===== src/rtl/rv64reg_mp.sv =====
// rv64reg_mp -- multi-ported integer register file with a per-register busy
// scoreboard and a self-clearing initialisation sequence.
//
// After reset the block walks every entry once, zeroing data and busy, and
// only then begins accepting writes (init_done high). Entry 0 is hardwired to
// read as zero and is never busy.
//
// Optional feature macro: REGFILE_BYPASS_EN
//   defined   -> a RUN read of an index being written this cycle returns the
//                incoming write data (highest-numbered matching port) and
//                reports not-busy.
//   undefined -> reads see the stored value; new data appears next cycle.
module rv64reg_mp #(
  parameter  int XLEN = 64,
  parameter  int NREG = 32,
  parameter  int NR   = 2,
  parameter  int NW   = 1,
  localparam int AW   = $clog2(NREG)
) (
  input  logic              clk,
  input  logic              rst,
  input  logic [NR*AW-1:0]  rd_idx,
  output logic [NR*XLEN-1:0] rd_data,
  output logic [NR-1:0]     rd_busy,
  input  logic [NW-1:0]     wr_en,
  input  logic [NW*AW-1:0]  wr_idx,
  input  logic [NW*XLEN-1:0] wr_data,
  input  logic              sb_set_en,
  input  logic [AW-1:0]     sb_set_idx,
  output logic              init_done
);

  typedef enum logic {
    ST_INIT = 1'b0,
    ST_RUN  = 1'b1
  } state_t;

  localparam logic [AW-1:0] IDX_ZERO = {AW{1'b0}};
  localparam logic [AW-1:0] IDX_ONE  = {{(AW-1){1'b0}}, 1'b1};
  localparam logic [AW-1:0] IDX_LAST = {AW{1'b1}};

  state_t          state_r;
  state_t          state_s;
  logic [AW-1:0]   cnt_r;
  logic [AW-1:0]   cnt_s;
  logic [XLEN-1:0] mem_r [NREG];
  logic [NREG-1:0] busy_r;
  logic            run_s;

  // Reads and writes are only live in RUN and never while reset is held,
  // so outputs go quiet in the same cycle rst rises.
  assign run_s     = (state_r == ST_RUN) && !rst;
  assign init_done = run_s;

  // FSM state and clear-counter registers.
  always_ff @(posedge clk) begin
    if (rst) begin
      state_r <= ST_INIT;
      cnt_r   <= IDX_ZERO;
    end else begin
      state_r <= state_s;
      cnt_r   <= cnt_s;
    end
  end

  // Next-state logic: step through every entry once, then settle in RUN.
  always_comb begin
    state_s = state_r;
    cnt_s   = cnt_r;
    case (state_r)
      ST_INIT: begin
        if (cnt_r == IDX_LAST) begin
          state_s = ST_RUN;
          cnt_s   = IDX_ZERO;
        end else begin
          state_s = ST_INIT;
          cnt_s   = cnt_r + IDX_ONE;
        end
      end
      ST_RUN: begin
        state_s = ST_RUN;
        cnt_s   = cnt_r;
      end
      default: begin
        state_s = ST_INIT;
        cnt_s   = IDX_ZERO;
      end
    endcase
  end

  // Storage update: clear one entry per INIT cycle, otherwise apply writes in
  // ascending port order so the highest port wins, then let a scoreboard set
  // override any same-cycle busy clear.
  always_ff @(posedge clk) begin
    if (!rst && (state_r == ST_INIT)) begin
      mem_r[cnt_r]  <= {XLEN{1'b0}};
      busy_r[cnt_r] <= 1'b0;
    end else if (!rst && (state_r == ST_RUN)) begin
      for (int w = 0; w < NW; w++) begin
        if (wr_en[w] && (wr_idx[w*AW +: AW] != IDX_ZERO)) begin
          mem_r[wr_idx[w*AW +: AW]]  <= wr_data[w*XLEN +: XLEN];
          busy_r[wr_idx[w*AW +: AW]] <= 1'b0;
        end
      end
      if (sb_set_en && (sb_set_idx != IDX_ZERO)) begin
        busy_r[sb_set_idx] <= 1'b1;
      end
    end
  end

  for (genvar p = 0; p < NR; p++) begin : g_rd
    logic [AW-1:0]   idx_s;
    logic [XLEN-1:0] data_s;
    logic            busy_s;

    assign idx_s = rd_idx[p*AW +: AW];

    // Combinational read port: zero outside RUN and for index 0.
    always_comb begin
      data_s = {XLEN{1'b0}};
      busy_s = 1'b0;
      if (run_s && (idx_s != IDX_ZERO)) begin
        data_s = mem_r[idx_s];
        busy_s = busy_r[idx_s];
`ifdef REGFILE_BYPASS_EN
        for (int w = 0; w < NW; w++) begin
          if (wr_en[w] && (wr_idx[w*AW +: AW] == idx_s)) begin
            data_s = wr_data[w*XLEN +: XLEN];
            busy_s = 1'b0;
          end else begin
            data_s = data_s;
            busy_s = busy_s;
          end
        end
`endif
      end else begin
        data_s = {XLEN{1'b0}};
        busy_s = 1'b0;
      end
    end

    assign rd_data[p*XLEN +: XLEN] = data_s;
    assign rd_busy[p]              = busy_s;
  end

endmodule


===== config.mk =====
export PLATFORM = sky130hd
export DESIGN_NAME = rv64reg_mp
export DESIGN_NICKNAME = d
export VERILOG_FILES = /design/src/rtl/rv64reg_mp.sv
export SDC_FILE = /design/constraint.sdc
export NUM_CORES = 2
export LEC_CHECK = 0
export CAP_MARGIN = 30
export CORE_MARGIN = 1
export CORE_UTILIZATION = 45
export CTS_CLUSTER_SIZE = 12
export DETAILED_ROUTE_END_ITERATION = 8
export MAX_ROUTING_LAYER = met4
export PLACE_DENSITY_LB_ADDON = 0.15
export SLEW_MARGIN = 20
export SYNTH_ARGS = -nofsm -noshare
export SYNTH_HDL_FRONTEND = slang
export SYNTH_SLANG_ARGS = --single-unit

===== constraint.sdc =====
create_clock -name clk -period 11.22 [get_ports clk]
set_input_delay 2.244 -clock clk [delete_from_list [all_inputs] [get_ports clk]]
set_output_delay 2.244 -clock clk [all_outputs]
set_load 0.01 [all_outputs]

==> results.md <==
* Synth top area cells: edfxtp_1, mux4_2, mux2i_1, a22oi_1, mux2_2
* DRC viols at 0
* Slew margin rel. at 26.3%
* Status: completed
* Initial antenna violation count at 18
* Sequential area share after synthesis at a little under two thirds
* CP Cell Sequence: clkdlybuf4s50_1 -> nand2b_1 -> inv_1 -> and4_4 -> buf_4 -> a22oi_1 -> nand4_1 -> clkdlybuf4s50_1
* Reg area at 62600 um^2
* First-pass GRT wire length at 451 mm
* Setup Crit Path Kind: primary input to output port
* Cts hold-fix bufs at 0
* Logic pwr share at under 10%
* Max Clk Rate at 114 MHz
* CTS tree: yes
* Rows at 170
* Min-delay worst type: flip-flop to flip-flop
* Number of synthesis warnings at 0
* Leading area contributor after synthesis: edfxtp_1
* Nets at 6035
* Drt wl/cell at 36.0 um
* Power Dens Cells at 147 nW/um^2
* Leakage power at 40.4 nW
* Placed Cells at 8509
* Cells on worst reg2reg path at 7
* Wire length after detailed routing at 322 mm
* CTS HTree Levels at 4
* Pre-antenna DRT Iters at 6
* Ys flop type: edfxtp_1
* Period utilisation layout at 77.9%
* Largest net degree at the start of global routing at 110
* Critical path required time at about 9.0 ns
* Worst slew pin tran at roughly 1.1 ns
* Port bufs at 218
* GRT Residual Overflow at 0
* Internal at 0.0126 W
* Net Sw Power at 0.00367 W
* Clk slew on worst S/H paths at 0.06 ns
* Post-Layout Cell Count at 8962
* RSZ-0062 raised after global routing: false
* Reg power frac at a little over half
* Via/cell ratio at 6.72
* Synth top area share at 63.8%
* Clock share of power at 41.6%
* Initial Util at 45.4%
* Post-synth EDFFs at 2080
* Hold path cells at 2
* Die area at about 220000 um^2
* CTS buffer count at 220
* Share of layout cells above drive strength 1 at approximately 20%
* Routability Congestion at between 0.8 and 0.9
* Area Growth Syn to Fin at 13.2%
* Post-Route Setup TNS at 0 ns
* Number of global-route vias before repair at ~60000
* Minimum clock period at 8.74 ns
* Crit. End Element: output port
* Startpoint Class: primary input
* Mean post-synth cell area at around 17 um^2
* Crit path largest cell delay at 1.01 ns
* Core area at about 220000 um^2
* Die Span Y at approximately 470 um
* Clock Sinks at 2086
* Initial DRC count at between 7000 and 8000
* Max-capacitance violation count at 0
* Vias at about 60000
* Fill count at 17400
* CTS root buf: clkbuf_16
* Clk buf depth at 3
* Final Skew at 0.0380 ns
* FF-to-FF setup slack at about 6.7 ns
* Setup bufs post-CTS at 0
* Resized Gates After CTS at 0
* Horiz. Die Dim at 468 um
* Async set-reset flop share out of synthesis at 0%
* Slowest CP cell: and4_4
* Worst-Skew Late Latency at 0.89 ns
* Max rail drop VDD at around 0.18 mV
* Detail Placement HPWL at 171 mm
* Final setup fails at 0
* Post-Synthesis Cell Area at 97900 um^2
* Seq cells post-synth at 2086
* Multi-input logic area at 33300 um^2
* Switching Share at 22.5%
* I/O Pins at 219
* CP arrival at between 6 and 7 ns
* Gr usage total at between 30 and 40%
* Final Slew Violations at 0
* Cell mode on critical path: clkdlybuf4s50_1
* Worst Path Max Fanout at 38
* Yosys cell types at 49
* Synth Instances at ~5700
* Routed Antenna Nets at 0
* Hold Vio Cnt, Final at 0
* Syn nets at 5824
-- metrics by stage --
| stage | hold WS, ns | worst slack (ns) | utilization [%] | cell area (um^2) | total power, W |
|---|---|---|---|---|---|
| after floorplan | 0.551 | 2.59 | - | 97900 | 0.00936 |
| after global placement | 0.599 | 2.63 | 47.9 | 103000 | 0.00966 |
| after detailed placement | 0.606 | 2.61 | 48.0 | 103000 | 0.00967 |
| after CTS | 0.629 | 2.59 | 51.0 | 110000 | 0.0164 |
| after global routing | 0.669 | 2.47 | 51.4 | 111000 | 0.0167 |
| final | 0.634 | 2.48 | 51.4 | 111000 | 0.0163 |
-- cells in the mapped netlist, drive strengths merged, types with 2 or more instances --
library cell / instances
nor4: 2
nor2: 44
a22oi: 653
and3: 2
or3b: 3
nor2b: 9
nand3: 270
mux2: 131
nand2b: 7
or3: 5
dfxtp: 6
nand4: 131
clkbuf: 202
a21oi: 8
inv: 9
mux2i: 1046
ha: 5
edfxtp: 2080
buf: 255
nand4b: 2
nor3: 34
mux4: 520
and4b: 2
and4: 2
nand2: 150
o21ba: 2
a31oi: 8
o221ai: 21
nand3b: 8
nor3b: 5
and2: 67
o21ai: 31
o22ai: 3
-- final timing paths --
| kind | startpoint | endpoint |
|---|---|---|
| max | rst | rd_data[0] |
| min | cnt_r[1] | cnt_r[3] |
| max reg2reg | state_r | mem_r[25][0] |
| min reg2reg | cnt_r[1] | cnt_r[3] |
-- worst max-delay path: cells and delay by family --
family	cells	cell delay, ns
AND/OR/NAND/NOR	3	1.83
AO/OA/AOI/OAI	1	0.30
buffers and inverters	4	2.06
-- placed cells by master, fill, tap and decap left out, types with 8 or more instances in the layout --
cell type,n
inv_1,9
nor3_2,13
nand3b_1,8
nor2_1,25
nand2_1,150
diode_2,11
buf_12,24
o21ai_0,31
nor2_4,19
a21oi_1,8
nand4_1,131
mux2_2,130
mux2i_1,1045
buf_4,143
nand3_1,270
clkdlybuf4s50_1,212
a22oi_1,653
clkbuf_1,59
clkinv_1,59
nor3_1,19
mux4_2,520
clkinv_2,32
inv_6,8
clkbuf_16,222
o221ai_1,21
edfxtp_1,2080
and2_1,58
buf_8,58
-- layer usage --
| metal | up-vias | GRT usage (%) | wire length (um) | share of wire [%] |
|---|---|---|---|---|
| met5 | - | - | 0 | 0 |
| met4 | 0 | 9.39 | 10300 | 3.2 |
| met3 | 619 | 4.94 | 28500 | 8.8 |
| met2 | 3243 | 47.2 | 154000 | 48 |
| met1 | 31900 | 40.1 | 129000 | 40 |
| li1 | 24400 | - | - | - |
-- power groups by stage --
stage / Combinational (W) / Clock, W / Sequential [W]
after floorplan: 0.000675 / 0 / 0.00869
after global placement: 0.000975 / 0 / 0.00869
after detailed placement: 0.000978 / 0 / 0.00869
after CTS: 0.000980 / 0.00686 / 0.00853
after global routing: 0.00103 / 0.00715 / 0.00853
final: 0.000987 / 0.00679 / 0.00853
-- flip-flops by register name, indices dropped and copies added, names as in the netlist --
signal   count
mem_r     2048
busy_r      32
cnt_r        5
state_r      1
-- kinds of logic after synthesis --
logic type	synth area share [%]
adder cells (fa/ha/maj)	0.0639
AO/OA/AOI/OAI	5.53
buffers and inverters	2.33
AND/OR/NAND/NOR	3.96
multiplexers	24.2
flip-flops	63.9
-- cell type report --
class,count,share of cell area (%)
well taps,2838,3.21
flip-flops and latches,2086,56.5
repair buffers,446,4.26
diodes,11,0.0249
clock inverters,109,0.630
inverters,9,0.0305
clock buffers,284,5.25
multi-input cells,3179,30.1
Power figures use the tool's default switching activity.
